$ cat src/rtl/ie_stage.sv
// ie_stage: integer execute stage. Single-cycle ALU ops plus a 16-step
// iterative shift-add multiplier that stalls upstream while it runs.
module ie_stage (
   input  logic        clk,
   input  logic        rst,
   input  logic        in_valid,
   input  logic [7:0]  opcode_in,
   input  logic [1:0]  mode_in,
   input  logic [15:0] op1_in,
   input  logic [15:0] op2_in,
   input  logic [3:0]  wb_reg_in,
   output logic        stall_out,
   output logic [15:0] result_out,
   output logic [3:0]  wb_reg_out,
   output logic        wb_en_out,
   output logic [3:0]  flags_out,
   output logic        out_valid,
   output logic        illegal_op
);

   localparam logic [7:0] OP_NOP = 8'h00;
   localparam logic [7:0] OP_ADD = 8'h01;
   localparam logic [7:0] OP_SUB = 8'h02;
   localparam logic [7:0] OP_AND = 8'h03;
   localparam logic [7:0] OP_OR  = 8'h04;
   localparam logic [7:0] OP_XOR = 8'h05;
   localparam logic [7:0] OP_SHL = 8'h06;
   localparam logic [7:0] OP_SHR = 8'h07;
   localparam logic [7:0] OP_MUL = 8'h08;
   localparam logic [7:0] OP_CMP = 8'h09;

   typedef enum logic {IDLE = 1'b0, MUL_RUN = 1'b1} state_t;

   // Everything needed to retire one instruction into the output registers.
   typedef struct packed {
      logic [7:0]  op;
      logic [1:0]  mode;
      logic [3:0]  wb;
      logic [15:0] res;
      logic        c;
      logic        v;
      logic        legal;
   } cpl_t;

   state_t      state;
   logic [4:0]  cnt;
   logic [15:0] mcand, mplier, acc;
   logic [1:0]  mul_mode;
   logic [3:0]  mul_wb;

   logic        accept, alu_fire, mul_fire, mul_last, done;
   logic [4:0]  cnt_inc;
   logic [15:0] mul_sum;
   logic [16:0] sum, diff, shl_w, shr_w;
   logic        flag_upd, wb_req;
   cpl_t        alu, cpl;

   // stall_out is high exactly while the multiplier owns the stage
   assign accept   = in_valid && !stall_out;
   assign alu_fire = accept && (opcode_in != OP_MUL);
   assign mul_fire = accept && (opcode_in == OP_MUL);
   assign cnt_inc  = cnt + 5'd1;
   // cnt counts finished shift-add steps; the step that brings it to 16 retires
   assign mul_last = (state == MUL_RUN) && (cnt_inc == 5'd16);
   assign mul_sum  = acc + (mplier[0] ? mcand : 16'h0000);
   assign done     = alu_fire || mul_last;

   // Single-cycle datapath: result plus carry/overflow for the incoming op
   always_comb begin
      sum   = {1'b0, op1_in} + {1'b0, op2_in};
      diff  = {1'b0, op1_in} - {1'b0, op2_in};
      // bit 16 of the left shift / bit 0 of the right shift is the last bit out
      shl_w = {1'b0, op1_in} << op2_in[3:0];
      shr_w = {op1_in, 1'b0} >> op2_in[3:0];
      alu       = '0;
      alu.op    = opcode_in;
      alu.mode  = mode_in;
      alu.wb    = wb_reg_in;
      alu.legal = 1'b1;
      case (opcode_in)
         OP_NOP: alu.res = 16'h0000;
         OP_ADD: begin
            alu.res = sum[15:0];
            alu.c   = sum[16];
            alu.v   = (op1_in[15] == op2_in[15]) && (sum[15] != op1_in[15]);
         end
         OP_SUB, OP_CMP: begin
            alu.res = diff[15:0];
            alu.c   = diff[16];
            alu.v   = (op1_in[15] != op2_in[15]) && (diff[15] != op1_in[15]);
         end
         OP_AND: alu.res = op1_in & op2_in;
         OP_OR:  alu.res = op1_in | op2_in;
         OP_XOR: alu.res = op1_in ^ op2_in;
         OP_SHL: begin
            alu.res = shl_w[15:0];
            alu.c   = shl_w[16];
         end
         OP_SHR: begin
            alu.res = shr_w[16:1];
            alu.c   = shr_w[0];
         end
         OP_MUL: alu.res = 16'h0000;
         default: alu.legal = 1'b0;
      endcase
   end

   // Pick the retiring instruction: the multiplier's final step or the ALU op
   always_comb begin
      cpl = alu;
      if (mul_last) begin
         cpl       = '0;
         cpl.op    = OP_MUL;
         cpl.mode  = mul_mode;
         cpl.wb    = mul_wb;
         cpl.res   = mul_sum;
         cpl.legal = 1'b1;
      end
   end

   assign flag_upd = cpl.legal && ((cpl.mode == 2'b01) || (cpl.mode == 2'b10) || (cpl.op == OP_CMP));
   assign wb_req   = cpl.legal && !cpl.mode[1] && (cpl.op != OP_NOP) && (cpl.op != OP_CMP);

   // Multiplier FSM: IDLE accepts, MUL_RUN runs 16 shift-add steps
   always_ff @(posedge clk) begin
      if (rst) begin
         state     <= IDLE;
         stall_out <= 1'b0;
         cnt       <= 5'd0;
         mcand     <= 16'h0000;
         mplier    <= 16'h0000;
         acc       <= 16'h0000;
         mul_mode  <= 2'b00;
         mul_wb    <= 4'h0;
      end else begin
         case (state)
            IDLE: begin
               if (mul_fire) begin
                  state     <= MUL_RUN;
                  stall_out <= 1'b1;
                  cnt       <= 5'd0;
                  mcand     <= op1_in;
                  mplier    <= op2_in;
                  acc       <= 16'h0000;
                  mul_mode  <= mode_in;
                  mul_wb    <= wb_reg_in;
               end
            end
            MUL_RUN: begin
               acc    <= mul_sum;
               mcand  <= mcand << 1;
               mplier <= mplier >> 1;
               if (mul_last) begin
                  state     <= IDLE;
                  stall_out <= 1'b0;
                  cnt       <= 5'd0;
               end else begin
                  cnt <= cnt_inc;
               end
            end
            default: begin
               state     <= IDLE;
               stall_out <= 1'b0;
            end
         endcase
      end
   end

   // Output registers: pulses on retire, result/index/flags hold otherwise
   always_ff @(posedge clk) begin
      if (rst) begin
         result_out <= 16'h0000;
         wb_reg_out <= 4'h0;
         flags_out  <= 4'h0;
         wb_en_out  <= 1'b0;
         out_valid  <= 1'b0;
         illegal_op <= 1'b0;
      end else begin
         out_valid  <= done;
         illegal_op <= done && !cpl.legal;
         wb_en_out  <= done && wb_req;
         if (done) begin
            result_out <= cpl.res;
            wb_reg_out <= cpl.wb;
         end
         if (done && flag_upd)
            flags_out <= {(cpl.res == 16'h0000), cpl.res[15], cpl.c, cpl.v};
      end
   end

endmodule

$ cat config.mk
export PLATFORM = sky130hd
export DESIGN_NAME = ie_stage
export DESIGN_NICKNAME = d
export VERILOG_FILES = /design/src/rtl/ie_stage.sv
export SDC_FILE = /design/constraint.sdc
export NUM_CORES = 1
export LEC_CHECK = 0
export ABC_AREA = 0
export BUFFER_PORTS_ARGS = -buffer_cell sky130_fd_sc_hd__buf_2
export CAP_MARGIN = 20
export CORE_ASPECT_RATIO = 0.5
export CORE_UTILIZATION = 40
export CTS_BUF_LIST = sky130_fd_sc_hd__clkbuf_8
export CTS_CLUSTER_DIAMETER = 100
export CTS_CLUSTER_SIZE = 20
export DETAILED_ROUTE_END_ITERATION = 10
export GPL_TIMING_DRIVEN = 0
export PLACE_DENSITY = 0.58
export SYNTH_ARGS = -nofsm -noshare
export SYNTH_HDL_FRONTEND = slang
export SYNTH_SLANG_ARGS = --single-unit
$ cat constraint.sdc
create_clock -name clk -period 3.41 [get_ports clk]
set_input_delay 0.1705 -clock clk [delete_from_list [all_inputs] [get_ports clk]]
set_output_delay 0.1705 -clock clk [all_outputs]
set_load 0.01 [all_outputs]
Word-level counts from Yosys, hierarchy flattened
Cells that the tools add are included.

storage, ports and cells
  bits in registers = 88
  input port bits = 49
  output and inout bits = 28
  word-level logic and storage cells = 92

operators by class
  $add $sub $neg = 4
  equal/unequal tests = 21
  shift-type cells = 2
  mux-type cells = 21
  bitwise gates (word level) = 4
  reductions and logical operators = 26

operators with widths
  operator                                                               number
  16-bit one-hot mux with 7 select lines                                 1
  16-bit one-hot mux with 2 select lines                                 3
  16-bit 2-to-1 mux                                                      4
  33-bit 2-to-1 mux                                                      1
  8-bit by 3-bit equality test with 1-bit output, second input constant  4
  8-bit by 4-bit equality test with 1-bit output, second input constant  3
  16-bit by 16-bit adder with 17-bit output                              1
  16-bit by 4-bit left shift with 17-bit output                          1
  17-bit by 4-bit right shift with 17-bit output                         1
  16-bit by 16-bit subtractor with 17-bit output                         1
  16-bit adder                                                           1
  16-bit AND                                                             1
  8-bit by 2-bit equality test with 1-bit output, second input constant  2
  16-bit logical NOT                                                     1
  8-bit by 4-bit != test with 1-bit output, second input constant        2
  16-bit bitwise OR                                                      1
  16-bit XOR                                                             1
  1-bit logical AND                                                      13
  5-bit 2-to-1 mux                                                       2
  5-bit one-hot mux with 2 select lines                                  1
  10-bit OR reduction                                                    1
  8-bit by 1-bit equality test with 1-bit output, second input constant  1
  8-bit logical NOT                                                      1
  8-bit nonzero test                                                     1
  other kinds (16)                                                       29

Longest topological paths before layout
Gate-level depths: netlist of the first run.

  word-level depth = 10
  gate-level depth with buffers = 14
  mapped depth without buffers = 14

Worst setup path after synthesis of the first run
OpenSTA, ideal clock, no wires.

  path kind = input-to-reg
  from = input port op2_in[1]
  to = register flags_out[3]
  setup time = 0.061 ns
  arrival time = 3.186 ns
  data required time = 3.349 ns
  setup slack = 0.162 ns
  stages on the path = 13
  buffers on the path = 2
  path through = buf_2 > buf_2 > inv_1 > ha_1 > a211oi_1 > o21ai_0 > a2111oi_0 > o31ai_1 > a21oi_1 > o21bai_1 > xnor2_1 > a311oi_1 > a41o_1

between the ends
  word-level cells in the longest chain between the ends = 4
  elaborated cells between the ends (all ways) = 10
  classes of those cells = add/sub: 2; shift: 2; mux: 2; bitwise: 3; reduce/logical: 1

ends and longest elaborated chain
  item                                                                    line  text
  start, declared                                                         10    input logic [15:0] op2_in,
  16-bit by 16-bit subtractor with 17-bit output (tied with other cells)  71    diff = {1'b0, op1_in} - {1'b0, op2_in};
  16-bit one-hot mux with 7 select lines *                                80    case (opcode_in)
  33-bit 2-to-1 mux *                                                     111   if (mul_last) begin
  16-bit logical NOT *                                                    187   flags_out <= {(cpl.res == 16'h0000), cpl.res[15], cpl.c, cpl.v};
  end signal, assigned                                                    187
  end, declared                                                           16    output logic [3:0] flags_out,

Every way passes the cells marked *; elsewhere a longest branch is shown, timed or not.
A chain may end at the register's enable or synchronous reset.

Final worst setup path of the first run
  from = input port op1_in[2]
  to = register result_out[14]

between the ends
  word-level cells in the longest chain between the ends = 3
  elaborated cells between the ends (all ways) = 6
  classes of those cells = add/sub: 2; shift: 2; mux: 2

ends and longest elaborated chain
  item                                                                    line  text
  start, declared                                                         9     input logic [15:0] op1_in,
  16-bit by 16-bit subtractor with 17-bit output (tied with other cells)  71
  16-bit one-hot mux with 7 select lines *                                80
  33-bit 2-to-1 mux *                                                     111
  end signal, assigned                                                    183   result_out <= cpl.res;
  end, declared                                                           13    output logic [15:0] result_out,

Marked as above.

==> results of run 1 <==
power by group:
group	switching [uW]	internal, uW
Clock	368	268
Sequential	6.12	1040
Combinational	491	275
synthesized netlist by cell type (all sizes together), types with 5 or more instances:
cell type and instances:
a2111oi 6, a211o 7, a211oi 28, a21o 11, a21oi 134, a221oi 5, a22oi 13, a31oi 16
a32oi 5, and2 19, and3 11, buf 32, clkbuf 47, dfxtp 88, ha 70, inv 47
mux2 6, mux2i 31, mux4 19, nand2 134, nand2b 11, nand3 20, nand3b 13, nand4 6
nor2 124, nor2b 21, nor3 32, nor3b 19, nor4 13, o21ai 40, o21bai 9, o221ai 6
o22ai 9, o31ai 8, or2 6, or3 9, xnor2 18, xor2 8
cell type report:
type,instances,area (um2),share of cell area (%)
buffer,75,355.3,3.588
clock buffer,10,137.6,1.390
clock inverter,4,16.27,0.1642
inverter,48,186.4,1.883
multi-input combinational,944,6646,67.11
sequential,88,1765,17.83
tap,292,365.4,3.689
timing repair buffer,82,430.4,4.346
path summary, 6_finish.rpt:
kind / endpoint / depth (start not counted)
hold / removal: mul_wb[1]$_SDFFE_PP0P_ / 3
setup / recovery: result_out[14]$_SDFFE_PP0P_ / 13
hold reg to reg: mul_wb[1]$_SDFFE_PP0P_ / 2
setup reg to reg: flags_out[3]$_SDFFE_PP0P_ / 10
what timing repair did:
action                                  CTS  global route
setup buffers                             4             2
hold buffers                              0             0
endpoints found under the setup margin    8             9
resized for setup                        21            32
pin swaps                                 5             6
flip-flops by register name (all words and copies together) (netlist names), 2 cells and up:
signal / count
cnt: 5
wb_reg_out: 4
result_out: 16
mul_mode: 2
acc: 16
flags_out: 4
mul_wb: 4
mplier: 16
mcand: 16
through the flow:
stage          setup TNS [ns]  instance area (um2)  utilization (%)
6_report                    0                 9903            47.12
5_1_grt                     0                 9903            47.12
4_1_cts                     0                 9764            46.46
3_5_place_dp           -8.412                 9502            45.21
3_3_place_gp           -8.631                 9494            45.17
2_1_floorplan               0                 8758                -
critical path, delay by kind of cell:
kind	cells	cell delay, ns
AOI/OAI and AO/OA	8	2.16
adders and majority gates	1	0.41
buffers and inverters	2	0.38
and+or+nand+nor	2	0.38
kinds of logic (layout without fill, tap and decap cells):
| group | Yosys count | count (layout) | share of synthesized area, % |
|---|---|---|---|
| AND/OR/NAND/NOR | 447 | 447 | 25.24 |
| AO/OA/AOI/OAI | 342 | 342 | 25.59 |
| buffers and inverters | 127 | 219 | 6.171 |
| flip-flops | 88 | 88 | 20.11 |
| adder cells (fa/ha/maj) | 73 | 73 | 10.69 |
| multiplexers | 56 | 56 | 9.600 |
| XOR/XNOR | 26 | 26 | 2.600 |
layer usage:
layer	vias to the layer above	GRT usage, %
li1	4394	-
met1	4673	47.98
met2	466	48.36
met3	48	6.532
met4	0	6.315
met5	-	0
==> metrics.md, run 1 <==
| Metric | Value |
|---|---|
| Status | `complete, no violations` |
| Post-synth top area share | `roughly 20%` |
| Final ANT Viol Nets | `0` |
| LEAKAGE | `a little over 0.004 uW` |
| GP Congestion | `slightly above 1` |
| Port bufs | `74` |
| HP Start | `wb_reg_in[1]` |
| WL met2 | `15300 um` |
| Die Y | `approximately 110 um` |
| Worst-margin pin slew | `0.9430 ns` |
| Peak supply drop | `roughly 0.20 mV` |
| Dpl ws | `-1.153 ns` |
| CP endpoint kind | `flop` |
| Worst setup margin | `0.1507 ns` |
| Fin cells | `between 1500 and 2000` |
| # IOs | `just under 80` |
| R2R setup slack | `around 0.17 ns` |
| Vias per cell | `roughly 6.2` |
| Row cnt | `37` |
| Cell taking the most area after synthesis | `dfxtp_1` |
| Final period util | `95.58%` |
| CP Max Fanout | `12` |
| Synth unique cells | `86` |
| Final HPWL DP | `28680 um` |
| Cell count after placement | `approximately 1500` |
| Number of synthesized flops with an enable pin | `0` |
| Starting Density | `a little over two fifths` |
| Cell count after synthesis | `between 1000 and 1500` |
| CTS tree | `built` |
| Total routed wirelength | `between 30000 and 40000 um` |
| Pwr/cell area | `approximately 250 nW/um2` |
| WP data arrival | `about 3.5 ns` |
| Tot Pwr | `about 2400 uW` |
| Worst-path clk slew | `about 0.09 ns` |
| Total gr overflow | `0` |
| Main synth FF type | `dfxtp_1` |
| Chip width | `roughly 210 um` |
| Worst-Skew Late Latency | `~0.38 ns` |
| Met3 Routed Length | `~3700 um` |
| Hold/Removal Path Class | `in -> reg` |
| RSZ-0062 raised after global routing | `false` |
| Fill count | `2216` |
| Met1 wire length | `about 17000 um` |
| Synthesized Nets | `roughly 1300` |
| Drt wl/cell | `23.43 um` |
| Pre-antenna DRT Iters | `5` |
| Bufs on Longest Clock Path | `2` |
| Core footprint | `21020 um2` |
| Layout cells sized above 1 | `between 15 and 20%` |
| Num CTS Buffers | `9` |
| Ys async rst share | `0%` |
| ANT cells | `0` |
| Worst hold margin | `about 0.05 ns` |
| Area growth from synthesis to layout | `13.07%` |
| Root Buffer | `clkbuf_8` |
| First-pass GRT wire length | `approximately 55000 um` |
| WS Path Type | `in -> reg` |
| Most common cell after layout, fill and taps aside | `nand2_1` |
| Final Hold Viols | `0` |
| # nets final | `between 1000 and 1500` |
| Max Cap Viol | `0` |
| DR iter-0 viols | `1133` |
| Largest cells by area after synthesis | `dfxtp_1 (20%), ha_1 (10%), a21oi_1 (7.7%), nand2_1 (5.7%), nor2_1 (5.2%)` |
| Vias in the first global route | `a little under 9000` |
| Max layer used | `met4` |
| Critical-path cell list | `buf_2, inv_1, ha_1, nor2b_1, o31ai_1, a31oi_1, a41o_1, o41a_1, and3_1, o21ai_0, a31oi_1, a211oi_2, a211oi_1` |
| # setup viols final | `0` |
| Critical path's most frequent cell | `a31oi_1` |
| Drc violations | `0` |
| Setup Skew | `between 0.01 and 0.015 ns` |
| Crit path largest cell delay | `between 0.4 and 0.5 ns` |
| Data required time of the worst path | `3.65 ns` |
| Largest net degree at the start of global routing | `20` |
| Max Slew Vio Count | `0` |
| Synthesized area per cell | `roughly 7.6 um2` |
| Slowest cell on crit path | `ha_1` |
| Antenna violations before repair | `0` |
| # clock sinks | `approximately 90` |
| Seq cells post-synth | `about 90` |
| Total GRT Usage | `about a third` |
| Fin crit period | `3.259 ns` |
| Max-slew headroom | `roughly 37%` |
| Commonest non-fill, non-tap cells in the layout | `nand2_1 (134), a21oi_1 (132), nor2_1 (122), buf_2 (92), dfxtp_1 (87)` |
| CP Launch Type | `input pin` |
| Max Clk Rate | `306.8 MHz` |
| Worst Setup SP | `op1_in[2]` |
| Seq/Total Area, Yosys | `between 20% and 30%` |
| YS warnings | `0` |
| Via count | `approximately 9600` |
| H-tree depth | `3` |
| FF-to-FF Start | `cnt[0]$_SDFFE_PP0P_` |
| Die Footprint | `~23000 um2` |
| Post-Syn Area | `between 8000 and 9000 um2` |
(Power assumes the default switching activity.)
==> inputs of run 2 (changes only) <==
--- a/config.mk
+++ b/config.mk
@@ -8,6 +8,8 @@
 export ABC_AREA = 0
 export BUFFER_PORTS_ARGS = -buffer_cell sky130_fd_sc_hd__buf_2
 export CAP_MARGIN = 20
+export CELL_PAD_IN_SITES_DETAIL_PLACEMENT = 1
+export CELL_PAD_IN_SITES_GLOBAL_PLACEMENT = 1
 export CORE_ASPECT_RATIO = 0.5
 export CORE_UTILIZATION = 40
 export CTS_BUF_LIST = sky130_fd_sc_hd__clkbuf_8
@@ -15,7 +17,7 @@
 export CTS_CLUSTER_SIZE = 20
 export DETAILED_ROUTE_END_ITERATION = 10
 export GPL_TIMING_DRIVEN = 0
-export PLACE_DENSITY = 0.58
+export PLACE_DENSITY = 0.75
 export SYNTH_ARGS = -nofsm -noshare
 export SYNTH_HDL_FRONTEND = slang
 export SYNTH_SLANG_ARGS = --single-unit
==> run 2 against run 1 <==
Core utilization is 0.24 points higher; highest routed layer unchanged; largest power group unchanged; via count up 0.50%; register-to-register slack got worse by 0.03 ns; routed wire length grew 5.2%.
==> metrics.md, run 2 (synthesis gave the netlist of run 1 again) <==
| Metric | Value |
|---|---|
| Total GRT Usage | `33.81% (+1.3 points)` |
| Hold path depth | `3 (unchanged)` |
| Tot Pwr | `2626 uW (+7.3%)` |
| CP Max Fanout | `10 (-2)` |
| FF-to-FF Start | `mplier[0]$_SDFFE_PP0P_` |
| Worst Setup SP | `op1_in[15]` |
| Chip width | `211.3 um (unchanged)` |
| Root Buffer | `clkbuf_8` |
| Worst-path clk slew | `0.09 ns (about the same)` |
| WS Path Type | `in -> reg` |
| Most common cell after layout, fill and taps aside | `nand2_1` |
| H-tree depth | `3 (unchanged)` |
| Layout cells sized above 1 | `16.17% (+0.43 points)` |
| Fin cells | `1543 (unchanged)` |
| CP Launch Type | `input pin` |
| Final ANT Viol Nets | `0 (unchanged)` |
| Worst Reg-to-Reg Cells | `13 (+3)` |
| Max Clk Rate | `302.0 MHz (-1.6%)` |
| Hold endpoint | `mul_wb[1]$_SDFFE_PP0P_` |
| Worst setup margin | `0.09873 ns (-0.05195 ns)` |
| CP delay by family, top | `compound AO/OA/AOI/OAI gates` |
| Bufs and invs on worst path | `2 (unchanged)` |
| Crit path largest cell delay | `0.71 ns (+0.30 ns)` |
| Critical-path cell list | `buf_2, clkbuf_1, mux2i_1, o21ai_0, mux2i_1, o221ai_1, a2111oi_0, nor3_1, a21o_1, nor4_1, and4_1, a41o_1` |
| # setup viols final | `0 (unchanged)` |
| Starting Density | `41.67% (unchanged)` |
| Peak supply drop | `0.2424 mV (+21%)` |
| Reg-to-Reg End | `flags_out[2]$_SDFFE_PP0P_` |
| Total gr overflow | `0 (unchanged)` |
| LEAKAGE | `0.004100 uW (+0.68%)` |
| Row cnt | `37 (unchanged)` |
| Worst hold margin | `0.03931 ns (-0.009446 ns)` |
| RSZ-0062 raised after global routing | `false` |
| Hold/Removal Path Class | `in -> reg` |
| Final period util | `97.10% (+1.5 points)` |
| Fill count | `2678 (+21%)` |
| Bufs on Longest Clock Path | `2 (unchanged)` |
| Total routed wirelength | `38040 um (+5.2%)` |
| Max Slew Vio Count | `0 (unchanged)` |
| GP Congestion | `1.015 (+0.67%)` |
| Commonest non-fill, non-tap cells in the layout | `nand2_1 (134), a21oi_1 (132), nor2_1 (122), buf_2 (92), dfxtp_1 (87)` |
| Core footprint | `21020 um2 (unchanged)` |
| Slowest cell on crit path | `o21ai_0` |
| Pre-antenna DRT Iters | `7 (+2)` |
| Dpl ws | `-1.189 ns (-0.03621 ns)` |
| Via count | `9629 (+0.50%)` |
| Final HPWL DP | `30170 um (+5.2%)` |
| Die Y | `106.6 um (unchanged)` |
| Worst-Skew Late Latency | `0.38 ns (about the same)` |
| Area growth from synthesis to layout | `13.66%` |
| Max-slew headroom | `27.91% (-8.9 points)` |
| Data required time of the worst path | `3.69 ns (+0.04 ns)` |
| CP endpoint kind | `flop` |
| HP Start | `wb_reg_in[1]` |
| Critical path's most frequent cell | `mux2i_1` |
| DR iter-0 viols | `902 (-20%)` |
| Status | `complete, no violations` |
| Num CTS Buffers | `9 (unchanged)` |
| First-pass GRT wire length | `57180 um (+3.8%)` |
| Cell count after placement | `1525 (-0.066%)` |
| Max Cap Viol | `0 (unchanged)` |
| Vias per cell | `6.240 (+0.50%)` |
| Largest net degree at the start of global routing | `20 (unchanged)` |
| Drc violations | `0 (unchanged)` |
| Vias in the first global route | `9512 (+8.1%)` |
| CTS tree | `built` |
| WP data arrival | `3.59 ns (+0.09 ns)` |
| Worst-margin pin slew | `1.078 ns (+0.1351 ns)` |
| Drt wl/cell | `24.65 um (+5.2%)` |
| Die Footprint | `22530 um2 (unchanged)` |
| R2R setup slack | `0.14 ns (-0.03 ns)` |
| # nets final | `1366 (-0.29%)` |
| Pwr/cell area | `263.8 nW/um2 (+6.8%)` |
| # clock sinks | `88 (unchanged)` |
| Antenna violations before repair | `1 (+1)` |
| # IOs | `77 (unchanged)` |
| Fin crit period | `3.311 ns (+0.05195 ns)` |
| Port bufs | `74 (unchanged)` |
| Setup Skew | `0.01573 ns (+0.005230 ns)` |
| Final Hold Viols | `0 (unchanged)` |
==> run 2: how the worst max path moves through the flow <==
stage	end	depth (start not counted)	slack (ns)
after floorplan	flags_out[3]$_SDFFE_PP0P_	13	0.16
after global placement	flags_out[3]$_SDFFE_PP0P_	14	-1.18
after detailed placement	flags_out[2]$_SDFFE_PP0P_	14	-1.19
after CTS	flags_out[2]$_SDFFE_PP0P_	13	-0.02
after global routing	flags_out[3]$_SDFFE_PP0P_	12	0.01
final	flags_out[3]$_SDFFE_PP0P_	12	0.1
==> run 2: worst register-to-register path, stage by stage, from the launching register on <==
cell and delay (ns):
dfxtp_4 0.38, clkbuf_4 0.18, and2_1 0.19, ha_2 0.40, a21o_1 0.15, a21o_1 0.18, a21oi_1 0.10, a221oi_2 0.41
a21o_1 0.20, a21oi_2 0.09, xnor2_2 0.18, o22ai_1 0.11, a311oi_2 0.40, a211oi_1 0.13
==> run 2: power breakdown <==
part           internal (uW)  total, uW  switching (uW)
Combinational            275        777             502
Clock                    416        803             387
Sequential              1040       1050            7.16
==> run 2: what timing repair did <==
action	in CTS	in global routing
pin swaps	1	6
hold buffers	0	0
buffers inserted	2	1
setup endpoints to repair	8	6
gates resized for setup	14	43
==> run 2: area by class of cell <==
class	count	area, um2	area share [%]
Antenna cell	2	5.005	0.05028
Buffer	75	356.6	3.582
Clock buffer	13	178.9	1.797
Clock inverter	3	38.79	0.3896
Inverter	48	186.4	1.873
Multi-Input combinational cell	944	6660	66.91
Sequential cell	88	1765	17.74
Tap cell	292	365.4	3.670
Timing Repair Buffer	78	397.9	3.997
==> run 2: per-stage QoR <==
stage               cell area (um2)  setup TNS [ns]  utilization [%]
floorplan                      8758               0                -
global placement               9494          -8.105            45.17
detailed placement             9494          -8.447            45.17
CTS                            9793        -0.02309            46.59
global route                   9950               0            47.34
finish                         9955               0            47.36
==> run 2: layer usage <==
layer  track usage, %  vias to the layer above  part of all wire (%)
li1                 -                     4386                     -
met1            46.72                     4850                    45
met2            51.29                      337                    44
met3            9.813                       56                   9.4
met4            8.437                        0                   2.0
met5                0                        -                     0
==> inputs of run 3 (changes only) <==
==> config.mk (replaced) <==
export PLATFORM = sky130hd
export DESIGN_NAME = ie_stage
export DESIGN_NICKNAME = d
export VERILOG_FILES = /design/src/rtl/ie_stage.sv
export SDC_FILE = /design/constraint.sdc
export NUM_CORES = 1
export LEC_CHECK = 0
export ABC_AREA = 1
export BUFFER_PORTS_ARGS = -buffer_cell sky130_fd_sc_hd__buf_2
export CAP_MARGIN = 20
export CELL_PAD_IN_SITES_DETAIL_PLACEMENT = 1
export CELL_PAD_IN_SITES_GLOBAL_PLACEMENT = 1
export CORE_ASPECT_RATIO = 0.5
export CORE_UTILIZATION = 39
export CTS_BUF_LIST = sky130_fd_sc_hd__clkbuf_8
export CTS_CLUSTER_DIAMETER = 100
export CTS_CLUSTER_SIZE = 20
export DETAILED_ROUTE_END_ITERATION = 10
export GPL_TIMING_DRIVEN = 0
export PLACE_DENSITY = 0.79
export SYNTH_ARGS = -nofsm -noshare
export SYNTH_HDL_FRONTEND = slang
export SYNTH_SLANG_ARGS = --single-unit
==> run 3 against run 2 <==
Routed wire length increased by 2.0%; clock-buffer cell count decreased by 3; largest cell class unchanged; setup slack improved by 0.15 ns; critical path type unchanged; cell area decreased by 0.47%; area after synthesis increased by 2.1%; highest routed layer unchanged; sequential cell count unchanged; core utilization decreased by 2.5 points; power decreased by 2.3%; sequential power about the same; clock skew increased by 0.0021 ns; cell count increased by 28%; global-route usage decreased by 0.40 points.
==> metrics.md, run 3 <==
| Metric | Value |
|---|---|
| Status | `complete, no violations` |
| Via count | `10725 (+11%)` |
| CP Launch Type | `input pin` |
| Worst-path clk slew | `0.10 ns (about the same)` |
| R2R setup slack | `0.35 ns (+0.21 ns)` |
| Setup Skew | `0.01782 ns (+0.002091 ns)` |
| Largest cells by area after synthesis | `nand2_1 (24%), dfxtp_1 (20%), nand3_1 (10%), ha_1 (9.8%), inv_1 (8.2%)` |
| Port bufs | `76 (+2.7%)` |
| Max Slew Vio Count | `0 (unchanged)` |
| Largest net degree at the start of global routing | `16 (-20%)` |
| Met2 GRT Util | `54.37% (+3.1 points)` |
| Post-synth top area share | `24.48% (+4.4 points)` |
| Pint | `1619 uW (-6.4%)` |
| Critical-path cell list | `buf_2, buf_2, inv_2, clkbuf_4, ha_1, buf_4, inv_1, nand2_1, nand2_1, nand3_1, nand2_1, nand2_1, nand3_1, nand2_1, nand3_1, nand3_1, nand2_1, nand2_1, nor2_1, nand2_1, nor2_1, nand3_1, a21oi_1` |
| Worst-Skew Late Latency | `0.38 ns (about the same)` |
| Total gr overflow | `0 (unchanged)` |
| Number of synthesized flops with an enable pin | `0 (unchanged)` |
| Row cnt | `38 (+2.7%)` |
| Root Buffer | `clkbuf_8` |
| Area of the multi-input gates | `6072 um2 (-8.8%)` |
| Max-slew headroom | `40.89% (+13 points)` |
| Combinational fraction of design power | `28.9% (-0.7 points)` |
| Slowest cell on crit path | `clkbuf_4` |
| WP data arrival | `3.48 ns (-0.11 ns)` |
| Worst setup margin | `0.2487 ns (+0.1499 ns)` |
| Drt wl/cell | `19.71 um (-20%)` |
| # setup viols final | `0 (unchanged)` |
| Post-synth top cells | `nand2_1 (583), inv_1 (195), nand3_1 (187), nor2_1 (107), dfxtp_1 (88)` |
| First-pass GRT wire length | `60400 um (+5.6%)` |
| CTS tree | `built` |
| Switching Share | `36.89% (+2.7 points)` |
| CP endpoint kind | `flop` |
| GR Layer Usage met3 | `5.384% (-4.4 points)` |
| Seq/Total Area, Yosys | `19.71% (-0.41 points)` |
| Die Y | `109.1 um (+2.3%)` |
| CP Max Fanout | `11 (+1)` |
| Most frequent cell after synthesis | `nand2_1` |
| Cell taking the most area after synthesis | `nand2_1` |
| Final ANT Viol Nets | `0 (unchanged)` |
| Post-Syn Area | `8939 um2 (+2.1%)` |
| Max Cap Viol | `0 (unchanged)` |
| Die Footprint | `23570 um2 (+4.6%)` |
| Bufs and invs on worst path | `6 (+4)` |
| Total GRT Usage | `33.40% (-0.40 points)` |
| Met1 GRT Util | `45.86% (-0.86 points)` |
| Final period util | `92.71% (-4.4 points)` |
| Pre-antenna DRT Iters | `7 (unchanged)` |
| Most common cell after layout, fill and taps aside | `nand2_1` |
| Worst-margin pin slew | `0.8819 ns (-0.1962 ns)` |
| ANT cells | `0 (-2)` |
| NetSw | `946.3 uW (+5.5%)` |
| Hold endpoint | `mul_mode[1]$_SDFFE_PP0P_` |
| Fin crit period | `3.161 ns (-0.1499 ns)` |
| GRT Max-Usage Layer | `met2` |
| Fin cells | `1968 (+28%)` |
| HP Start | `mode_in[1]` |
| Peak supply drop | `0.2575 mV (+6.2%)` |
| Final Hold Viols | `0 (unchanged)` |
| Crit path largest cell delay | `0.31 ns (-0.40 ns)` |
| WS Path Type | `in -> reg` |
| Layout cells sized above 1 | `10.07% (-6.1 points)` |
| Ys async rst share | `0% (unchanged)` |
| H-tree depth | `3 (unchanged)` |
| Max Clk Rate | `316.3 MHz (+4.7%)` |
| Core footprint | `22060 um2 (+5.0%)` |
| # nets final | `1785 (+31%)` |
| Reg-to-Reg End | `flags_out[3]$_SDFFE_PP0P_` |
| Synth unique cells | `41 (-52%)` |
| Data required time of the worst path | `3.73 ns (+0.04 ns)` |
| Hold path depth | `3 (unchanged)` |
| Commonest non-fill, non-tap cells in the layout | `nand2_1 (583), inv_1 (196), nand3_1 (187), buf_2 (108), nor2_1 (107)` |
| Cell count after synthesis | `1576 (+36%)` |
| Seq pwr share | `40.9% (+1.1 points)` |
| DR iter-0 viols | `784 (-13%)` |
| Cell count after placement | `1952 (+28%)` |
| LEAKAGE | `0.005375 uW (+31%)` |
| Total routed wirelength | `38790 um (+2.0%)` |
| Synthesized area per cell | `5.672 um2 (-25%)` |
| GP Congestion | `0.9727 (-4.1%)` |
| # clock sinks | `88 (unchanged)` |
| CP delay by family, top | `simple AND/OR/NAND/NOR gates` |
| Seq cells post-synth | `88 (unchanged)` |
| Worst Reg-to-Reg Cells | `18 (+5)` |
| Reg area | `1762 um2 (-0.21%)` |
| YS warnings | `0 (unchanged)` |
| Starting Density | `40.52% (-1.2 points)` |
| Bufs on Longest Clock Path | `2 (unchanged)` |
| Dpl ws | `-0.3301 ns (+0.8591 ns)` |
| Vias in the first global route | `10841 (+14%)` |
| Chip width | `216.1 um (+2.3%)` |
| Setup TNS | `0 ns (unchanged)` |
| Antenna violations before repair | `0 (-1)` |
| Drc violations | `0 (unchanged)` |
| Hold/Removal Path Class | `in -> reg` |
| Vias per cell | `5.450 (-13%)` |
| # IOs | `77 (unchanged)` |
| Synthesized Nets | `1698 (+33%)` |
| Critical path's most frequent cell | `nand2_1` |
| Main synth FF type | `dfxtp_1` |
| Num CTS Buffers | `9 (unchanged)` |
| Final HPWL DP | `32060 um (+6.3%)` |
| Area growth from synthesis to layout | `10.85%` |
| Fill count | `3238 (+21%)` |
| Clock power share | `30.2% (-0.4 points)` |
| Pwr/cell area | `258.9 nW/um2 (-1.9%)` |
| FF-to-FF Start | `mplier[0]$_SDFFE_PP0P_` |
| RSZ-0062 raised after global routing | `false` |
[run 3: cells by family (layout without fill, tap and decap cells)]
logic type / count (synthesis) / count (layout) / share of synthesized area, %
XOR/XNOR: 14 / 14 / 1.372
flip-flops: 88 / 88 / 19.71
AO/OA/AOI/OAI: 192 / 192 / 12.12
AND/OR/NAND/NOR: 938 / 938 / 43.97
adder cells (fa/ha/maj): 73 / 73 / 10.47
buffers and inverters: 271 / 363 / 12.36
[run 3: through the flow]
| step | hold slack [ns] | power [uW] | area [um2] | utilization [%] |
|---|---|---|---|---|
| floorplan | 0.2544 | 1524 | 8939 | - |
| global placement | 0.3928 | 1777 | 9694 | 43.94 |
| detailed placement | 0.3972 | 1800 | 9694 | 43.94 |
| CTS | 0.05266 | 2568 | 9907 | 44.91 |
| global route | 0.07329 | 2701 | 9908 | 44.91 |
| finish | 0.06597 | 2565 | 9908 | 44.91 |
[run 3: power by group through the flow]
stage | sequential, uW | clock, uW | combinational [uW]
global route | 1050 | 829 | 821
detailed placement | 1070 | 0 | 727
CTS | 1050 | 788 | 731
floorplan | 1080 | 0 | 445
global placement | 1070 | 0 | 705
finish | 1050 | 775 | 742
[run 3: how the worst max path moves through the flow]
| stage | start | end | slack (ns) | cells past startpoint |
|---|---|---|---|---|
| after global placement | op2_in[1] | flags_out[3]$_SDFFE_PP0P_ | -0.25 | 20 |
| after floorplan | mplier[0]$_SDFFE_PP0P_ | flags_out[3]$_SDFFE_PP0P_ | 0.97 | 19 |
| final | op2_in[2] | flags_out[3]$_SDFFE_PP0P_ | 0.25 | 23 |
| after CTS | op2_in[1] | flags_out[3]$_SDFFE_PP0P_ | 0.07 | 22 |
| after detailed placement | op2_in[1] | flags_out[3]$_SDFFE_PP0P_ | -0.33 | 22 |
| after global routing | op2_in[2] | flags_out[3]$_SDFFE_PP0P_ | 0.04 | 23 |
[run 3: final cells by class]
cell class | count | share of cell area, %
well taps | 300 | 3.788
repair buffers | 78 | 3.990
clock buffers | 10 | 1.389
flip-flops and latches | 88 | 17.78
clock inverters | 6 | 0.6566
inverters | 205 | 7.791
multi-input cells | 1217 | 61.28
plain buffers | 64 | 3.321
[run 3: metal layers]
metal | part of all wire [%] | wire length [um]
met1 | 48 | 18550
met2 | 44 | 16980
met3 | 6.4 | 2495
met4 | 2.0 | 760
met5 | 0 | 0
[run 3: what timing repair did]
item                                    CTS  global route
resized for setup                         0             3
endpoints found under the hold margin     1             0
hold buffers                              1             0
setup buffers                             0             0
endpoints found under the setup margin    0             1
[run 3: worst reg2reg max path, cell delays in order (launching register included)]
cell      delay [ns]
dfxtp_1         0.52
clkbuf_2        0.30
nand2_1         0.10
inv_1           0.06
ha_1            0.27
a21oi_1         0.24
a21boi_0        0.26
nand2_1         0.12
nand4_1         0.13
nand2_1         0.06
nand2_1         0.06
nand2_1         0.07
nand2_1         0.06
nand2_1         0.14
nor2_1          0.12
nand2_1         0.05
nor2_1          0.18
nand3_1         0.11
a21oi_1         0.14
